`config.mk`:
```
export PLATFORM = sky130hd
export DESIGN_NAME = dma_tl_arbiter_flat
export DESIGN_NICKNAME = d
export VERILOG_FILES = /design/src/rtl/dma_tl_arbiter_if.sv /design/src/rtl/dma_tl_arbiter.sv /design/src/flat_wrapper.sv
export SDC_FILE = /design/constraint.sdc
export NUM_CORES = 1
export LEC_CHECK = 0
export CAP_MARGIN = 15
export CORE_AREA = 2 2 151 153
export CTS_BUF_LIST = sky130_fd_sc_hd__clkbuf_8 sky130_fd_sc_hd__clkbuf_16
export DETAILED_ROUTE_END_ITERATION = 12
export DIE_AREA = 0 0 153 155
export PLACE_DENSITY_LB_ADDON = 0.08
export SLEW_MARGIN = 10
export SYNTH_ARGS = -nofsm -noshare
export SYNTH_HDL_FRONTEND = slang
export SYNTH_SLANG_ARGS = --single-unit
export TNS_END_PERCENT = 50
```
`constraint.sdc`:
```
create_clock -name dma_clock_i -period 6.5 [get_ports dma_clock_i]
set_input_delay 0.975 -clock dma_clock_i [delete_from_list [all_inputs] [get_ports dma_clock_i]]
set_output_delay 0.975 -clock dma_clock_i [all_outputs]
set_load 0.02 [all_outputs]
```
`src/rtl/dma_tl_arbiter_if.sv`:
```
// TileLink-UL bundle shared by the DMA channel cores, the channel arbiter and the
// system interconnect. Channel-side vectors are flattened, channel i at slice i.
interface dma_tl_arbiter_if #(
  parameter int NoC   = 2,
  parameter int TL_RS = 4,
  parameter int TL_AW = 32
);
  logic [3*NoC-1:0]     ca_opcode;
  logic [3*NoC-1:0]     ca_param;
  logic [4*NoC-1:0]     ca_size;
  logic [TL_AW*NoC-1:0] ca_address;
  logic [4*NoC-1:0]     ca_mask;
  logic [32*NoC-1:0]    ca_data;
  logic [NoC-1:0]       ca_corrupt;
  logic [NoC-1:0]       ca_valid;
  logic [NoC-1:0]       ca_ready;

  logic [3*NoC-1:0]     cd_opcode;
  logic [2*NoC-1:0]     cd_param;
  logic [4*NoC-1:0]     cd_size;
  logic [NoC-1:0]       cd_denied;
  logic [32*NoC-1:0]    cd_data;
  logic [NoC-1:0]       cd_corrupt;
  logic [NoC-1:0]       cd_valid;
  logic [NoC-1:0]       cd_ready;

  logic [2:0]           ma_opcode;
  logic [2:0]           ma_param;
  logic [3:0]           ma_size;
  logic [TL_RS-1:0]     ma_source;
  logic [TL_AW-1:0]     ma_address;
  logic [3:0]           ma_mask;
  logic [31:0]          ma_data;
  logic                 ma_corrupt;
  logic                 ma_valid;
  logic                 ma_ready;

  logic [2:0]           md_opcode;
  logic [1:0]           md_param;
  logic [3:0]           md_size;
  logic [TL_RS-1:0]     md_source;
  logic                 md_denied;
  logic [31:0]          md_data;
  logic                 md_corrupt;
  logic                 md_valid;
  logic                 md_ready;

  // Arbiter view: consumes channel A requests and master D responses
  modport slave (
    input  ca_opcode, ca_param, ca_size, ca_address, ca_mask, ca_data, ca_corrupt, ca_valid,
    output ca_ready,
    output cd_opcode, cd_param, cd_size, cd_denied, cd_data, cd_corrupt, cd_valid,
    input  cd_ready,
    output ma_opcode, ma_param, ma_size, ma_source, ma_address, ma_mask, ma_data, ma_corrupt,
    output ma_valid,
    input  ma_ready,
    input  md_opcode, md_param, md_size, md_source, md_denied, md_data, md_corrupt, md_valid,
    output md_ready
  );

  // Environment view: channel cores plus interconnect
  modport master (
    output ca_opcode, ca_param, ca_size, ca_address, ca_mask, ca_data, ca_corrupt, ca_valid,
    input  ca_ready,
    input  cd_opcode, cd_param, cd_size, cd_denied, cd_data, cd_corrupt, cd_valid,
    output cd_ready,
    input  ma_opcode, ma_param, ma_size, ma_source, ma_address, ma_mask, ma_data, ma_corrupt,
    input  ma_valid,
    output ma_ready,
    output md_opcode, md_param, md_size, md_source, md_denied, md_data, md_corrupt, md_valid,
    input  md_ready
  );
endinterface

```
`src/rtl/dma_tl_arbiter.sv`:
```
// Shares one TileLink-UL master port between NoC DMA channels: round-robin A arbitration
// with Put-burst locking, D routing by source. Define DMA_ARB_FIXED_PRIO_EN for fixed priority.
module dma_tl_arbiter #(
  parameter int NoC   = 2,
  parameter int TL_RS = 4,
  parameter int TL_AW = 32
) (
  input  logic            dma_clock_i,
  input  logic            dma_reset_ni,
  dma_tl_arbiter_if.slave bus,
  output logic            bad_src_o
);

  localparam int              IW       = (NoC > 1) ? $clog2(NoC) : 1;
  localparam logic [TL_RS:0]  NOC_LIM  = (TL_RS+1)'(NoC);
  localparam logic [IW-1:0]   LAST_IDX = IW'(NoC - 1);

  typedef enum logic [0:0] {
    IDLE   = 1'b0,
    LOCKED = 1'b1
  } state_e;

  state_e        state_r;
  logic [IW-1:0] lock_idx_r;
  logic [IW-1:0] hold_idx_r;
  logic          hold_vld_r;
  logic [15:0]   beats_left_r;
  logic          bad_src_r;

  logic [IW-1:0] arb_idx_s;
  logic          arb_hit_s;
  logic [IW-1:0] grant_s;
  logic [31:0]   gi_s;
  logic [IW-1:0] next_ptr_s;
  logic          ma_vld_s;
  logic          hs_s;
  logic          is_burst_s;
  logic [15:0]   burst_beats_s;
  logic [IW-1:0] d_idx_s;
  logic          src_ok_s;

`ifdef DMA_ARB_FIXED_PRIO_EN
  // Lowest-index requesting channel wins
  always_comb begin
    arb_idx_s = '0;
    arb_hit_s = 1'b0;
    for (int i = 0; i < NoC; i++) begin
      if (!arb_hit_s && bus.ca_valid[i]) begin
        arb_idx_s = IW'(i);
        arb_hit_s = 1'b1;
      end else begin
        arb_idx_s = arb_idx_s;
      end
    end
  end
`else
  logic [IW-1:0] ptr_r;

  // First requester at or after ptr, wrapping: search [ptr..NoC-1], then [0..NoC-1]
  always_comb begin
    arb_idx_s = '0;
    arb_hit_s = 1'b0;
    for (int i = 0; i < NoC; i++) begin
      if (!arb_hit_s && bus.ca_valid[i] && (IW'(i) >= ptr_r)) begin
        arb_idx_s = IW'(i);
        arb_hit_s = 1'b1;
      end else begin
        arb_idx_s = arb_idx_s;
      end
    end
    for (int i = 0; i < NoC; i++) begin
      if (!arb_hit_s && bus.ca_valid[i]) begin
        arb_idx_s = IW'(i);
        arb_hit_s = 1'b1;
      end else begin
        arb_idx_s = arb_idx_s;
      end
    end
  end
`endif

  // Grant selection: burst lock first, then a stalled offer, then fresh arbitration
  always_comb begin
    grant_s  = arb_idx_s;
    ma_vld_s = 1'b0;
    case (state_r)
      LOCKED: begin
        grant_s  = lock_idx_r;
        ma_vld_s = bus.ca_valid[lock_idx_r];
      end
      IDLE: begin
        if (hold_vld_r && bus.ca_valid[hold_idx_r]) begin
          grant_s = hold_idx_r;
        end else begin
          grant_s = arb_idx_s;
        end
        ma_vld_s = |bus.ca_valid;
      end
      default: begin
        grant_s  = arb_idx_s;
        ma_vld_s = 1'b0;
      end
    endcase
  end

  assign gi_s          = 32'(grant_s);
  assign hs_s          = ma_vld_s & bus.ma_ready & dma_reset_ni;
  assign next_ptr_s    = (grant_s == LAST_IDX) ? '0 : (grant_s + IW'(1));
  assign is_burst_s    = ((bus.ma_opcode == 3'd0) || (bus.ma_opcode == 3'd1)) && (bus.ma_size > 4'd2);
  assign burst_beats_s = (16'd1 << (bus.ma_size - 4'd2)) - 16'd1;

  // A-channel mux and per-channel ready; handshake-visible signals are held low in reset
  always_comb begin
    bus.ma_opcode  = bus.ca_opcode[3*gi_s +: 3];
    bus.ma_param   = bus.ca_param[3*gi_s +: 3];
    bus.ma_size    = bus.ca_size[4*gi_s +: 4];
    bus.ma_source  = TL_RS'(grant_s);
    bus.ma_address = bus.ca_address[TL_AW*gi_s +: TL_AW];
    bus.ma_mask    = bus.ca_mask[4*gi_s +: 4];
    bus.ma_data    = bus.ca_data[32*gi_s +: 32];
    bus.ma_corrupt = bus.ca_corrupt[grant_s];
    bus.ma_valid   = ma_vld_s & dma_reset_ni;
    bus.ca_ready   = '0;
    for (int i = 0; i < NoC; i++) begin
      bus.ca_ready[i] = dma_reset_ni & bus.ma_ready & (grant_s == IW'(i));
    end
  end

  assign d_idx_s  = bus.md_source[IW-1:0];
  assign src_ok_s = ({1'b0, bus.md_source} < NOC_LIM);

  // D-channel: payload broadcast, valid steered by source; unknown sources are sunk
  always_comb begin
    bus.cd_opcode  = {NoC{bus.md_opcode}};
    bus.cd_param   = {NoC{bus.md_param}};
    bus.cd_size    = {NoC{bus.md_size}};
    bus.cd_denied  = {NoC{bus.md_denied}};
    bus.cd_data    = {NoC{bus.md_data}};
    bus.cd_corrupt = {NoC{bus.md_corrupt}};
    bus.cd_valid   = '0;
    for (int i = 0; i < NoC; i++) begin
      bus.cd_valid[i] = dma_reset_ni & bus.md_valid & src_ok_s & (d_idx_s == IW'(i));
    end
    if (src_ok_s) begin
      bus.md_ready = dma_reset_ni & bus.cd_ready[d_idx_s];
    end else begin
      bus.md_ready = dma_reset_ni;
    end
  end

  // A-path state machine, stall hold, burst counter, ptr and bad-source pulse
  always_ff @(posedge dma_clock_i or negedge dma_reset_ni) begin
    if (!dma_reset_ni) begin
      state_r      <= IDLE;
      lock_idx_r   <= '0;
      hold_idx_r   <= '0;
      hold_vld_r   <= 1'b0;
      beats_left_r <= 16'd0;
      bad_src_r    <= 1'b0;
`ifndef DMA_ARB_FIXED_PRIO_EN
      ptr_r        <= '0;
`endif
    end else begin
      bad_src_r <= bus.md_valid & ~src_ok_s;
      case (state_r)
        IDLE: begin
          if (hs_s) begin
            hold_vld_r <= 1'b0;
            if (is_burst_s) begin
              state_r      <= LOCKED;
              lock_idx_r   <= grant_s;
              beats_left_r <= burst_beats_s;
            end else begin
`ifndef DMA_ARB_FIXED_PRIO_EN
              ptr_r <= next_ptr_s;
`endif
            end
          end else if (ma_vld_s) begin
            hold_vld_r <= 1'b1;
            hold_idx_r <= grant_s;
          end else begin
            hold_vld_r <= 1'b0;
          end
        end
        LOCKED: begin
          if (hs_s) begin
            beats_left_r <= beats_left_r - 16'd1;
            if (beats_left_r == 16'd1) begin
              state_r <= IDLE;
`ifndef DMA_ARB_FIXED_PRIO_EN
              ptr_r   <= next_ptr_s;
`endif
            end else begin
              state_r <= LOCKED;
            end
          end else begin
            state_r <= LOCKED;
          end
        end
        default: begin
          state_r    <= IDLE;
          hold_vld_r <= 1'b0;
        end
      endcase
    end
  end

  assign bad_src_o = bad_src_r;

endmodule

```
`src/flat_wrapper.sv`:
```
// flat-port wrapper written by rule: the top's interface ports become plain ports
module dma_tl_arbiter_flat 
#(
  parameter int NoC   = 2,
  parameter int TL_RS = 4,
  parameter int TL_AW = 32
)
  (dma_clock_i, dma_reset_ni, bad_src_o, bus_ca_opcode, bus_ca_param, bus_ca_size, bus_ca_address, bus_ca_mask, bus_ca_data, bus_ca_corrupt, bus_ca_valid, bus_ca_ready, bus_cd_opcode, bus_cd_param, bus_cd_size, bus_cd_denied, bus_cd_data, bus_cd_corrupt, bus_cd_valid, bus_cd_ready, bus_ma_opcode, bus_ma_param, bus_ma_size, bus_ma_source, bus_ma_address, bus_ma_mask, bus_ma_data, bus_ma_corrupt, bus_ma_valid, bus_ma_ready, bus_md_opcode, bus_md_param, bus_md_size, bus_md_source, bus_md_denied, bus_md_data, bus_md_corrupt, bus_md_valid, bus_md_ready);
  dma_tl_arbiter_if #(.NoC(NoC), .TL_RS(TL_RS), .TL_AW(TL_AW)) bus_i ();
  input  logic dma_clock_i;
  input  logic dma_reset_ni;
  output logic bad_src_o;
  input wire logic [$bits(bus_i.ca_opcode)-1:0] bus_ca_opcode;
  input wire logic [$bits(bus_i.ca_param)-1:0] bus_ca_param;
  input wire logic [$bits(bus_i.ca_size)-1:0] bus_ca_size;
  input wire logic [$bits(bus_i.ca_address)-1:0] bus_ca_address;
  input wire logic [$bits(bus_i.ca_mask)-1:0] bus_ca_mask;
  input wire logic [$bits(bus_i.ca_data)-1:0] bus_ca_data;
  input wire logic [$bits(bus_i.ca_corrupt)-1:0] bus_ca_corrupt;
  input wire logic [$bits(bus_i.ca_valid)-1:0] bus_ca_valid;
  output wire logic [$bits(bus_i.ca_ready)-1:0] bus_ca_ready;
  output wire logic [$bits(bus_i.cd_opcode)-1:0] bus_cd_opcode;
  output wire logic [$bits(bus_i.cd_param)-1:0] bus_cd_param;
  output wire logic [$bits(bus_i.cd_size)-1:0] bus_cd_size;
  output wire logic [$bits(bus_i.cd_denied)-1:0] bus_cd_denied;
  output wire logic [$bits(bus_i.cd_data)-1:0] bus_cd_data;
  output wire logic [$bits(bus_i.cd_corrupt)-1:0] bus_cd_corrupt;
  output wire logic [$bits(bus_i.cd_valid)-1:0] bus_cd_valid;
  input wire logic [$bits(bus_i.cd_ready)-1:0] bus_cd_ready;
  output wire logic [$bits(bus_i.ma_opcode)-1:0] bus_ma_opcode;
  output wire logic [$bits(bus_i.ma_param)-1:0] bus_ma_param;
  output wire logic [$bits(bus_i.ma_size)-1:0] bus_ma_size;
  output wire logic [$bits(bus_i.ma_source)-1:0] bus_ma_source;
  output wire logic [$bits(bus_i.ma_address)-1:0] bus_ma_address;
  output wire logic [$bits(bus_i.ma_mask)-1:0] bus_ma_mask;
  output wire logic [$bits(bus_i.ma_data)-1:0] bus_ma_data;
  output wire logic [$bits(bus_i.ma_corrupt)-1:0] bus_ma_corrupt;
  output wire logic [$bits(bus_i.ma_valid)-1:0] bus_ma_valid;
  input wire logic [$bits(bus_i.ma_ready)-1:0] bus_ma_ready;
  input wire logic [$bits(bus_i.md_opcode)-1:0] bus_md_opcode;
  input wire logic [$bits(bus_i.md_param)-1:0] bus_md_param;
  input wire logic [$bits(bus_i.md_size)-1:0] bus_md_size;
  input wire logic [$bits(bus_i.md_source)-1:0] bus_md_source;
  input wire logic [$bits(bus_i.md_denied)-1:0] bus_md_denied;
  input wire logic [$bits(bus_i.md_data)-1:0] bus_md_data;
  input wire logic [$bits(bus_i.md_corrupt)-1:0] bus_md_corrupt;
  input wire logic [$bits(bus_i.md_valid)-1:0] bus_md_valid;
  output wire logic [$bits(bus_i.md_ready)-1:0] bus_md_ready;
  assign bus_i.ca_opcode = bus_ca_opcode;
  assign bus_i.ca_param = bus_ca_param;
  assign bus_i.ca_size = bus_ca_size;
  assign bus_i.ca_address = bus_ca_address;
  assign bus_i.ca_mask = bus_ca_mask;
  assign bus_i.ca_data = bus_ca_data;
  assign bus_i.ca_corrupt = bus_ca_corrupt;
  assign bus_i.ca_valid = bus_ca_valid;
  assign bus_ca_ready = bus_i.ca_ready;
  assign bus_cd_opcode = bus_i.cd_opcode;
  assign bus_cd_param = bus_i.cd_param;
  assign bus_cd_size = bus_i.cd_size;
  assign bus_cd_denied = bus_i.cd_denied;
  assign bus_cd_data = bus_i.cd_data;
  assign bus_cd_corrupt = bus_i.cd_corrupt;
  assign bus_cd_valid = bus_i.cd_valid;
  assign bus_i.cd_ready = bus_cd_ready;
  assign bus_ma_opcode = bus_i.ma_opcode;
  assign bus_ma_param = bus_i.ma_param;
  assign bus_ma_size = bus_i.ma_size;
  assign bus_ma_source = bus_i.ma_source;
  assign bus_ma_address = bus_i.ma_address;
  assign bus_ma_mask = bus_i.ma_mask;
  assign bus_ma_data = bus_i.ma_data;
  assign bus_ma_corrupt = bus_i.ma_corrupt;
  assign bus_ma_valid = bus_i.ma_valid;
  assign bus_i.ma_ready = bus_ma_ready;
  assign bus_i.md_opcode = bus_md_opcode;
  assign bus_i.md_param = bus_md_param;
  assign bus_i.md_size = bus_md_size;
  assign bus_i.md_source = bus_md_source;
  assign bus_i.md_denied = bus_md_denied;
  assign bus_i.md_data = bus_md_data;
  assign bus_i.md_corrupt = bus_md_corrupt;
  assign bus_i.md_valid = bus_md_valid;
  assign bus_md_ready = bus_i.md_ready;
  dma_tl_arbiter #(.NoC(NoC), .TL_RS(TL_RS), .TL_AW(TL_AW)) u_core (.dma_clock_i(dma_clock_i), .dma_reset_ni(dma_reset_ni), .bus(bus_i), .bad_src_o(bad_src_o));
endmodule
```
==> results of run 1 <==
-- sequential cells by signal, indices dropped and copies added (netlist names) --
signal,cells
u_core.bad_src_o,1
u_core.state_r,1
u_core.beats_left_r,16
u_core.hold_idx_r,1
u_core.ptr_r,1
u_core.hold_vld_r,1
u_core.lock_idx_r,1
-- routing by layer --
| layer | GRT usage | vias up | wire length [um] |
|---|---|---|---|
| li1 | - | 2119 | - |
| met1 | 0.179 | 1912 | 7950 |
| met2 | 0.288 | 217 | 9960 |
| met3 | 0.0538 | 12 | 1680 |
| met4 | 0.0247 | 0 | 281 |
| met5 | 0 | - | 0 |
-- final cells by class --
type,count,area (um^2),share of cell area
antenna,1,2.50,0.000430
clock buffer,4,88.8,0.0153
inverter,9,33.8,0.00580
multi-input combinational,434,2170,0.373
sequential,22,551,0.0945
tap,285,357,0.0612
timing repair buffer,264,2620,0.450
-- cell usage after synthesis, types with 9 or more instances --
cell | instances | area (um^2)
nand2_1 | 253 | 950
buf_4 | 91 | 683
nor2_1 | 26 | 97.6
clkbuf_1 | 22 | 82.6
dfrtp_1 | 22 | 551
o21ai_0 | 19 | 95.1
mux2i_1 | 14 | 140
a21oi_1 | 11 | 55.1
nand3_1 | 11 | 55.1
or3_1 | 10 | 62.6
nor3_1 | 9 | 45.0
-- logic make-up after synthesis --
kind of cell	count (synthesis)	share of synthesized area
buffers and inverters	130	0.236
multiplexers	19	0.0555
other	1	0.00106
flip-flops	22	0.156
AND/OR/NAND/NOR	329	0.382
XOR/XNOR	3	0.00742
AO/OA/AOI/OAI	77	0.152
adder cells (fa/ha/maj)	3	0.0106
-- per-stage QoR --
stage          cells  worst slack (ps)  utilization  instance area [um^2]
3_3_place_gp    1014              1760        0.258                  5730
6_report        1019              1760        0.262                  5820
4_1_cts         1018              1760        0.262                  5820
3_5_place_dp    1014              1770        0.258                  5730
2_1_floorplan    586              2950            -                  3550
5_1_grt         1018              1590        0.262                  5820
-- report_power, final --
part | total, mW | leakage [nW] | switching, mW | internal (mW)
clock network | 0.147 | 0.0442 | 0.0530 | 0.0941
registers | 0.222 | 0.261 | 0.0454 | 0.177
logic | 0.734 | 2.19 | 0.390 | 0.343
total | 1.10 | 2.49 | 0.489 | 0.615
-- critical path, stage by stage --
cell,delay (ps)
clkdlybuf4s50_1,530
nor2b_1,190
a21o_4,370
buf_4,420
mux2i_1,480
inv_1,200
clkdlybuf4s50_1,580
-- worst paths after layout --
path | start | end | slack [ps] | cells after the start
worst max-delay path | bus_ca_valid[0] | bus_ma_size[3] | 1760 | 7
worst min-delay path | u_core.ptr_r | u_core.ptr_r | 500 | 1
worst max register to register | u_core.state_r | u_core.beats_left_r[14] | 2800 | 11
worst min register to register | u_core.ptr_r | u_core.ptr_r | 500 | 1
max in group asynchronous | dma_reset_ni | u_core.bad_src_o | 5130 | 2
min in group asynchronous | dma_reset_ni | u_core.beats_left_r[12] | 1100 | 2
==> summary.md, run 1 <==
| Metric | Value |
|---|---|
| Post-route antenna net violation count | `0` |
| Die span in y | `roughly 160 um` |
| Slew HR | `0.436` |
| Post-synth EDFFs | `0` |
| Min Tclk post-route | `about 4700 ps` |
| Highest clock frequency the design can meet | `~0.21 GHz` |
| Number of instances in the synthesized netlist | `584` |
| Wire length of the first global-routing pass | `around 28000 um` |
| Static Leakage | `2.49 nW` |
| Area of the core | `about 22000 um^2` |
| Die area | `approximately 24000 um^2` |
| Effective utilization at floorplan | `0.159` |
| Synth-to-layout area growth | `64.5%` |
| Ys flop type | `dfrtp_1` |
| Number of buffers added by the clock tree synthesis step | `3` |
| Max rail drop VDD | `about 0.065 mV` |
| Iteration-0 DRC count of the detailed router | `200` |
| Share of post-route cells with drive strength above 1 | `0.0314` |
| Postcts setup bufs | `0` |
| Total chip power | `between 1 and 1.5 mW` |
| CP endpoint kind | `primary output` |
| Unrepaired setup endpoints after global routing | `false` |
| Post-CTS resize count | `0` |
| Final critical-path share of the clock period | `0.730` |
| Commonest cells after routing, fill and taps aside | `256 x clkdlybuf4s50_1, 253 x nand2_1, 26 x nor2_1` |
| Worst min-delay path category | `register to register` |
| Required time worst endpoint | `5520 ps` |
| Final-layout setup total negative slack | `0 ps` |
| Detailed Routing Iterations Pass 1 | `4` |
| Result of the run | `completed` |
| Buffer type at the clock tree root | `clkbuf_16` |
| Slew @ Worst Pin | `~840 ps` |
| Clock-pin transition on the worst setup and hold timing paths | `about 60 ps` |
| Post-route worst hold slack | `about 500 ps` |
| Mean instance size in the synthesized netlist | `slightly above 6 um^2` |
| TritonCTS clock tree | `built` |
| Overflow after GRT | `0` |
| Buffer levels on the longest clock path | `2` |
| Most common library cell in the layout ignoring fill and taps | `clkdlybuf4s50_1` |
| Detail Placement HPWL | `roughly 17000 um` |
| Hold-fix buffer count after cts | `0` |
| Number of global-route vias before repair | `4396` |
| Register area share after synthesis | `0.156` |
| Number of placed I/O pins | `a little under 400` |
| Final setup viols | `0` |
| Endpoint arrival time on the critical path | `about 3800 ps` |
| Total global-route track usage | `0.157` |
| Final hold viol count | `0` |
| Synthesized cell area | `~3500 um^2` |
| Largest net degree at the start of global routing | `40` |
| WL/cell | `19.5 um` |
| H-Tree Depth | `1` |
| Pwr per Cell Area | `~190 nW/um^2` |
| Number of clock sinks | `22` |
| Max Cap Viol | `0` |
| Vias per std cell | `~4.2` |
| Category of the most critical setup path | `input port to primary output` |
| Final max-slew violation count | `0` |
| Initial antenna violation count | `0` |
| Worst Clk Skew | `between 3 and 4 ps` |
| Final net count | `950` |
| Die width | `around 150 um` |
| Vias | `approximately 4300` |
| Startpoint type of the worst setup path | `input port` |
| Filler cell count in the final layout | `2469` |
| Number of warnings reported in the yosys synthesis log | `0` |
| Largest fanout of any net on the critical path | `33` |
| Proportion of register bits with asynchronous set or reset after synthesis | `1.00` |
| Number of port buffers | `between 200 and 300` |
| Clk Latency, worst-skew pair | `approximately 260 ps` |
| Number of remaining DRC errors | `0` |
| Floorplan row count | `between 50 and 60` |
| Post-synthesis sequential element count | `22` |
| Final weighted congestion of routability-driven global placement | `between 0.8 and 0.9` |
| Post-detailed-routing wire length | `roughly 20000 um` |
| Cell variety after synth | `58` |
Note: power is estimated with default switching activity, not from simulation.
==> run 2, diff against run 1 <==
==> constraint.sdc (replaced) <==
create_clock -name dma_clock_i -period 4.01 [get_ports dma_clock_i]
set_input_delay 0.6015 -clock dma_clock_i [delete_from_list [all_inputs] [get_ports dma_clock_i]]
set_output_delay 0.6015 -clock dma_clock_i [all_outputs]
set_load 0.02 [all_outputs]
==> summary.md, run 2 (synthesized netlist as in run 1, its figures left out) <==
| Metric | Value |
|---|---|
| Cell internal pwr | `1.06 mW (was 0.615 mW)` |
| Vias per std cell | `4.19 (was 4.18)` |
| Dpl cell area | `5800 um^2 (was 5730 um^2)` |
| Post-route worst hold slack | `504 ps (was 495 ps)` |
| Pwr per Cell Area | `316 nW/um^2 (was 189 nW/um^2)` |
| Reg2Reg Launch Point | `u_core.state_r (unchanged)` |
| Clock-pin transition on the worst setup and hold timing paths | `70 ps (was 60 ps)` |
| Post-placement cell count | `1017 (was 1014)` |
| Total global-route track usage | `0.155 (was 0.157)` |
| Last element of the critical path | `bus_ma_data[27] (was bus_ma_size[3])` |
| Met1 usage in global routing | `0.168 (was 0.179)` |
| Result of the run | `completed (unchanged)` |
| Number of placed I/O pins | `389 (unchanged)` |
| Final hold viol count | `0 (unchanged)` |
| Clk pwr share | `0.153 (was 0.133)` |
| Synth-to-layout area growth | `66.9% (was 64.5%)` |
| Post-route antenna net violation count | `0 (unchanged)` |
| Wire length of the first global-routing pass | `28000 um (was 28300 um)` |
| Clk Latency, worst-skew pair | `260 ps (about the same)` |
| Commonest cells after routing, fill and taps aside | `253 x nand2_1, 245 x clkdlybuf4s50_1, 26 x nor2_1 (was 256 x clkdlybuf4s50_1, 253 x nand2_1, 26 x nor2_1)` |
| Category of the most critical setup path | `input port to primary output (unchanged)` |
| Post-layout instance area | `5910 um^2 (was 5820 um^2)` |
| Most common library cell in the layout ignoring fill and taps | `nand2_1 (was clkdlybuf4s50_1)` |
| Startpoint type of the worst setup path | `input port (unchanged)` |
| TritonCTS clock tree | `built (unchanged)` |
| Area taken by multi-input logic gates | `2170 um^2 (unchanged)` |
| Max rail drop VDD | `0.109 mV (was 0.0647 mV)` |
| Total chip power | `1.86 mW (was 1.10 mW)` |
| Post-CTS resize count | `0 (unchanged)` |
| Detail Placement HPWL | `17000 um (about the same)` |
| H-Tree Depth | `1 (unchanged)` |
| Endpoint of the most critical register-to-register path | `u_core.beats_left_r[2] (was u_core.beats_left_r[14])` |
| Initial antenna violation count | `0 (unchanged)` |
| Core Util, Final | `0.266 (was 0.262)` |
| Highest clock frequency the design can meet | `just under 0.3 GHz` |
| Reg-to-reg setup timing slack | `1330 ps (was 2800 ps)` |
| Minimum setup slack in the final design | `550 ps (was 1760 ps)` |
| Unrepaired setup endpoints after global routing | `false (unchanged)` |
| Worst Clk Skew | `8.40 ps (was 3.62 ps)` |
| Die span in y | `155 um (unchanged)` |
| Overflow after GRT | `0 (unchanged)` |
| Top reg by flops | `u_core.beats_left_r (unchanged)` |
| Worst setup timing slack at the placement stage | `514 ps (was 1770 ps)` |
| Buffer levels on the longest clock path | `2 (unchanged)` |
| Die width | `153 um (unchanged)` |
| Layer with the highest usage after global routing | `met2 (unchanged)` |
| Slew HR | `0.582 (was 0.436)` |
| Logic gate share of total power | `0.652 (was 0.665)` |
| Postcts setup bufs | `0 (unchanged)` |
| Global routing met3 resource utilization | `0.0593 (was 0.0538)` |
| Final net count | `953 (was 950)` |
| Final setup viols | `0 (unchanged)` |
| Switching power total | `0.802 mW (was 0.489 mW)` |
| Final-layout setup total negative slack | `0 ps (unchanged)` |
| Largest register FFs | `16 (unchanged)` |
| Detailed Routing Iterations Pass 1 | `5 (was 4)` |
| Sequential Power Share | `0.195 (was 0.202)` |
| CP endpoint kind | `primary output (unchanged)` |
| Floorplan row count | `55 (unchanged)` |
| Logic depth of the worst register-to-register path | `8 (was 11)` |
| First element of the critical path | `bus_ca_valid[0] (unchanged)` |
| Share of post-route cells with drive strength above 1 | `0.0503 (was 0.0314)` |
| Area taken by flip-flops and latches | `551 um^2 (unchanged)` |
| Filler cell count in the final layout | `2468 (was 2469)` |
| Largest fanout of any net on the critical path | `60 (was 33)` |
| Max Cap Viol | `0 (unchanged)` |
| Final critical-path share of the clock period | `0.863` |
| Hold-fix buffer count after cts | `0 (unchanged)` |
| Static Leakage | `2.55 nW (was 2.49 nW)` |
| Post-detailed-routing wire length | `19600 um (was 19900 um)` |
| Iteration-0 DRC count of the detailed router | `270 (was 200)` |
| Worst min-delay path category | `register to register (unchanged)` |
| Area of the core | `22200 um^2 (unchanged)` |
| Met2 Usage GRT | `0.294 (was 0.288)` |
| Final max-slew violation count | `0 (unchanged)` |
| Endpoint arrival time on the critical path | `2860 ps (was 3770 ps)` |
| Vias | `4273 (was 4260)` |
| Number of clock sinks | `22 (unchanged)` |
| Slew @ Worst Pin | `627 ps (was 839 ps)` |
| Buffer type at the clock tree root | `clkbuf_16 (unchanged)` |
| Number of diodes | `0 (was 1)` |
| Min Tclk post-route | `~3500 ps` |
| Number of buffers added by the clock tree synthesis step | `3 (unchanged)` |
| Die area | `23700 um^2 (unchanged)` |
| Switching share of power | `0.430 (was 0.443)` |
| Largest net degree at the start of global routing | `73 (was 40)` |
| Number of global-route vias before repair | `4277 (was 4396)` |
| Final std cells w/o fill | `1021 (was 1019)` |
| Number of remaining DRC errors | `0 (unchanged)` |
| Number of port buffers | `256 (unchanged)` |
| WL/cell | `19.2 um (was 19.5 um)` |
| Effective utilization at floorplan | `0.159 (unchanged)` |
| Final weighted congestion of routability-driven global placement | `0.862 (was 0.877)` |
| Required time worst endpoint | `3410 ps (was 5520 ps)` |
run 2: cell count changes in the layout (fill, tap and decap cells not counted), sizes merged:
cell	change
buf	+14
bufinv	+1
clkbuf	-1
clkdlybuf4s50	-11
diode	-1
run 2: worst max-delay path, cell delays in order:
cell and delay, ps:
clkdlybuf4s50_1 450, nor2b_1 160, a21o_4 240, inv_2 220, buf_12 300, nand2_1 90
nand2_1 140, clkdlybuf4s50_1 630
run 2: worst min path at each step:
stage                       from                end  slack, ps  depth (start not counted)
4_1_cts        u_core.hold_vld_r  u_core.hold_vld_r        510                          1
3_3_place_gp   u_core.hold_vld_r  u_core.hold_vld_r        490                          1
5_1_grt        u_core.hold_vld_r  u_core.hold_vld_r        530                          1
6_report       u_core.hold_vld_r  u_core.hold_vld_r        500                          1
3_5_place_dp   u_core.hold_vld_r  u_core.hold_vld_r        500                          1
2_1_floorplan       dma_reset_ni   u_core.bad_src_o        310                          0
run 2: final cells by class:
class | instances | share of cell area
clock buffer | 3 | 0.0127
clock inverter | 1 | 0.00508
inverter | 9 | 0.00572
multi-input combinational | 434 | 0.367
sequential | 22 | 0.0932
tap | 285 | 0.0604
timing repair buffer | 267 | 0.456
run 2: metal layers:
metal / vias up / share of wire
met4: 0 / 0.011
met5: - / 0
met3: 6 / 0.097
li1: 2123 / -
met1: 1932 / 0.37
met2: 212 / 0.52
run 2: power groups by stage:
| stage | logic (mW) | registers (mW) | clock network [mW] |
|---|---|---|---|
| CTS | 1.24 | 0.364 | 0.291 |
| global placement | 1.23 | 0.365 | 0 |
| global route | 1.32 | 0.377 | 0.300 |
| floorplan | 0.735 | 0.343 | 0 |
| finish | 1.22 | 0.364 | 0.285 |
| detailed placement | 1.23 | 0.367 | 0 |
==> edit 1 (settings of run 2) <==
Build with the macro `DMA_ARB_FIXED_PRIO_EN` defined.
--- a/src/rtl/dma_tl_arbiter.sv
+++ b/src/rtl/dma_tl_arbiter.sv
@@ -1,5 +1,7 @@
 // Shares one TileLink-UL master port between NoC DMA channels: round-robin A arbitration
 // with Put-burst locking, D routing by source. Define DMA_ARB_FIXED_PRIO_EN for fixed priority.
+`define DMA_ARB_FIXED_PRIO_EN
+
 module dma_tl_arbiter #(
   parameter int NoC   = 2,
   parameter int TL_RS = 4,
Function: changed (a bounded check fails within 4 cycles, from zero or initial values and one cycle with dma_reset_ni low).
==> edit 1 against run 2 <==
Sequential share of layout area fell by 0.31 points. Via count down 1.9%. Power fell by 42%. Setup slack got worse by 0.18 ns. Synthesized area fell by 0.95%. Sequential cell count fell by 1. Combinational power decreased by 50%. Design area decreased by 1.3%. Routed wire length grew 4.1%.
==> edit 1: results (changes against run 2) <==
Hold Crit Class reg -> reg (unchanged); initial antenna violation count 1 (was 0); Slew HR 0.520 (was 0.582); P_int 0.000686 W (was 0.00106 W); Worst Skew 0.00846 ns (was 0.00840 ns); Flop pwr share 0.228 (was 0.195); Detailed Route WL 20500 um (was 19600 um); dpl cells 1008 (was 1017); first-pass GRT wire length 28300 um (was 28000 um); fin cells 1012 (was 1021); met3 wire length 1550 um (was 1910 um); Adder-Cell Fraction of Synth Area 0.0321 (was 0.0106); DR vias/cell 4.14 (was 4.19); Placer Congestion 0.784 (was 0.862); combinational power share 0.568 (was 0.652); vias in the first global route 4168 (was 4277); Avg Cell Area, Syn 6.19 um2 (was 6.06 um2); DP Wirelength 17600 um (was 17000 um); CP max FO 66 (was 60); post-synthesis mux area share 0.0393 (was 0.0555); top cells by count, synth 244 x nand2_1, 90 x buf_4, 22 x clkbuf_1 (was 253 x nand2_1, 91 x buf_4, 26 x nor2_1); Leak 2.55 nW (about the same); Synth area leaders nand2_1 26%, buf_4 19%, dfrtp_1 15% (was nand2_1 27%, buf_4 19%, dfrtp_1 16%); compound-cell area share of the yosys netlist 0.136 (was 0.152); Seq/Total Area, Yosys 0.150 (was 0.156); # H-tree levels 1 (unchanged); number of DRC markers in iteration 0 188 (was 270); final net count 950 (was 953); layout cell share with drive strength beyond 1 0.0550 (was 0.0503); post_cts resized 0 (unchanged); Setup crit end bus_ma_size[0] (was bus_ma_data[27]); Clock Latency Late Sink 0.26 ns (about the same); Clock Path Buffers 2 (unchanged); WHS 0.526 ns (was 0.504 ns); met1 usage 0.161 (was 0.168); met2 wire length 10900 um (was 10300 um); maximum clock frequency 0.275 GHz (was 0.289 GHz); placed cell area 5750 um2 (was 5800 um2); VDD IR max 0.160 mV (was 0.109 mV); Pwr Density 185 nW/um2 (was 316 nW/um2); synth unique cells 52 (was 58); XOR/XNOR Fraction of Synth Area 0.0125 (was 0.00742); status finished clean (unchanged); Crit. Startpoint bus_ca_valid[1] (was bus_ca_valid[0]); WP data arrival 3.03 ns (was 2.86 ns); Register-to-Register Path Depth 16 (was 8); pre-CTS setup slack 0.258 ns (was 0.514 ns); reg-to-reg critical path endpoint u_core.beats_left_r[8] (was u_core.beats_left_r[2]); DRT met1 WL 7020 um (was 7270 um); largest net degree at the start of global routing 67 (was 73); hold path cells 1 (unchanged); met2 GRT Util 0.307 (was 0.294); reg-to-reg slack, setup 0.79 ns (was 1.33 ns); GRT Total Usage 0.160 (was 0.155)
edit 1: changes by cell type after synthesis, moves of 4 or more:
cell / run 2 / this run
or3_1: 10 / 0
inv_1: 7 / 16
nand2_1: 253 / 244
mux2i_1: 14 / 7
o31ai_1: 7 / 0
ha_1: 3 / 9
o221a_2: 1 / 7
and4_1: 0 / 5
nor2_1: 26 / 21
buf_1: 4 / 0
o21ai_0: 19 / 15
xnor2_1: 1 / 5
edit 1: cells by family (layout without fill, tap and decap cells):
family	count (synthesis)	in the layout
AND/OR/NAND/NOR	322	322
buffers and inverters	133	292
AO/OA/AOI/OAI	63	63
flip-flops	21	21
multiplexers	12	12
adder cells (fa/ha/maj)	9	9
XOR/XNOR	5	5
other	1	3
edit 1: cell type report:
type	count	area (um2)
Inverter	17	63.8
Clock buffer	3	75.1
Sequential cell	21	526
Timing Repair Buffer	271	2670
Clock inverter	1	5.00
Multi-Input combinational cell	414	2130
Tap cell	285	357
Fill cell	2450	16400
==> edit 2 (settings of run 2) <==
Without the edit above. Make the reset (`dma_reset_ni`) synchronous in one clocked block.
--- a/src/rtl/dma_tl_arbiter.sv
+++ b/src/rtl/dma_tl_arbiter.sv
@@ -149,7 +149,7 @@
   end
 
   // A-path state machine, stall hold, burst counter, ptr and bad-source pulse
-  always_ff @(posedge dma_clock_i or negedge dma_reset_ni) begin
+  always_ff @(posedge dma_clock_i) begin
     if (!dma_reset_ni) begin
       state_r      <= IDLE;
       lock_idx_r   <= '0;
Function: differs if dma_reset_ni is asserted again (counterexample within 4 cycles, from zero or initial values and one cycle with dma_reset_ni low); with dma_reset_ni held inactive, the same outputs for 4 cycles.
==> edit 2 against run 2 <==
Sequential cell count stayed put. Routed wire length is 9.7% lower. Sequential share of layout area down 2.0 points. Design area increased by 2.2%. Synthesized area up 0.25%. Die area is the same. Setup slack got worse by 0.30 ns. Power down 24%. Non-clock buffer count rose by 17.
==> edit 2: results (changes against run 2) <==
Register-to-Register Path Depth 15 (was 8); hold path cells 2 (was 1); met3 wire length 1460 um (was 1910 um); fraction of area in registers 0.0730 (was 0.0932); Signal buffers 284 (was 267); first-pass GRT wire length 26100 um (was 28000 um); Worst Skew 0.00560 ns (was 0.00840 ns); 1st-pass router iterations 4 (was 5); DP Wirelength 14700 um (was 17000 um); Crit. Startpoint bus_ca_valid[1] (was bus_ca_valid[0]); Area Growth Syn to Fin 70.1% (was 66.9%); XOR/XNOR Fraction of Synth Area 0.0120 (was 0.00742); met3 usage in global routing 0.0490 (was 0.0593); post-synthesis instance total 439 (was 584); Placer Congestion 0.766 (was 0.862); Worst Hold Launch u_core.beats_left_r[1] (was u_core.hold_vld_r); top cells by count, synth 90 x buf_4, 78 x mux2_2, 34 x nand2_1 (was 253 x nand2_1, 91 x buf_4, 26 x nor2_1); WHS 0.493 ns (was 0.504 ns); ys flop type dfxtp_1 (was dfrtp_1); Layout fillers 2398 (was 2468); GRT Total Usage 0.140 (was 0.155); largest net degree at the start of global routing 54 (was 73); Pwr Density 234 nW/um2 (was 316 nW/um2); Multi-input comb cells 290 (was 434); post-synthesis mux area share 0.280 (was 0.0555); reg2reg start u_core.hold_vld_r (was u_core.state_r); Slew HR 0.581 (was 0.582); Seq/Total Area, Yosys 0.124 (was 0.156); pre-CTS setup slack 0.0701 ns (was 0.514 ns); buffering overhead 0.462 (was 0.456); area of the multi-input gates 2310 um2 (was 2170 um2); Leak 2.21 nW (was 2.55 nW); reg-to-reg slack, setup 0.54 ns (was 1.33 ns); DRT met1 WL 7750 um (was 7270 um); Synth area leaders mux2_2 25%, buf_4 19%, dfxtp_1 12% (was nand2_1 27%, buf_4 19%, dfrtp_1 16%); vias in the first global route 4036 (was 4277); compound-cell area share of the yosys netlist 0.159 (was 0.152); fin cells 898 (was 1021); reg-to-reg critical path endpoint u_core.beats_left_r[14] (was u_core.beats_left_r[2]); Async S/R FF share, synth 0 (was 1.00); met1 usage 0.176 (was 0.168); Clock buffer cells 4 (was 3); placed cell area 5940 um2 (was 5800 um2); CP max FO 53 (was 60); Hold Path End u_core.beats_left_r[1] (was u_core.hold_vld_r); drt wl/cell 19.8 um (was 19.2 um); Inverters 13 (was 9); maximum clock frequency 0.266 GHz (was 0.289 GHz); layout cell share with drive strength beyond 1 0.196 (was 0.0503); Clock Path Buffers 2 (unchanged); number of DRC markers in iteration 0 198 (was 270); WP data arrival 3.16 ns (was 2.86 ns); Adder-Cell Fraction of Synth Area 0.0247 (was 0.0106); met2 wire length 8450 um (was 10300 um); Setup crit end bus_ma_data[17] (was bus_ma_data[27]); met2 GRT Util 0.241 (was 0.294); Net Sw Frac 0.380 (was 0.430); status finished clean (unchanged); CP max stage delay 0.57 ns (was 0.63 ns)
-- edit 2: changes by cell type after synthesis, sizes merged, moves of 5 or more --
cell and change:
and3 +8, o31ai -5, inv +5, mux2 +73
nand2 -219, nor2 -16, dfxtp +22, dfrtp -22
o21ai -9, clkbuf -9, a21boi +6
-- edit 2: what timing repair did --
| item | CTS | global route |
|---|---|---|
| buffers inserted | 0 | 0 |
| gates resized for setup | 0 | 1 |
| endpoints found under the setup margin | 0 | 14 |
-- edit 2: power groups by stage --
stage / clock [W] / combinational, W / sequential, W
2_1_floorplan: 0 / 0.000588 / 0.000244
3_3_place_gp: 0 / 0.000930 / 0.000251
3_5_place_dp: 0 / 0.000928 / 0.000251
4_1_cts: 0.000247 / 0.000936 / 0.000246
5_1_grt: 0.000257 / 0.000989 / 0.000249
6_report: 0.000239 / 0.000925 / 0.000247
-- edit 2: tightest hold or removal path, cell delays in order, from the launching register on --
cell and delay (ns):
dfxtp_1 0.33, nand2_1 0.06, a21boi_0 0.06
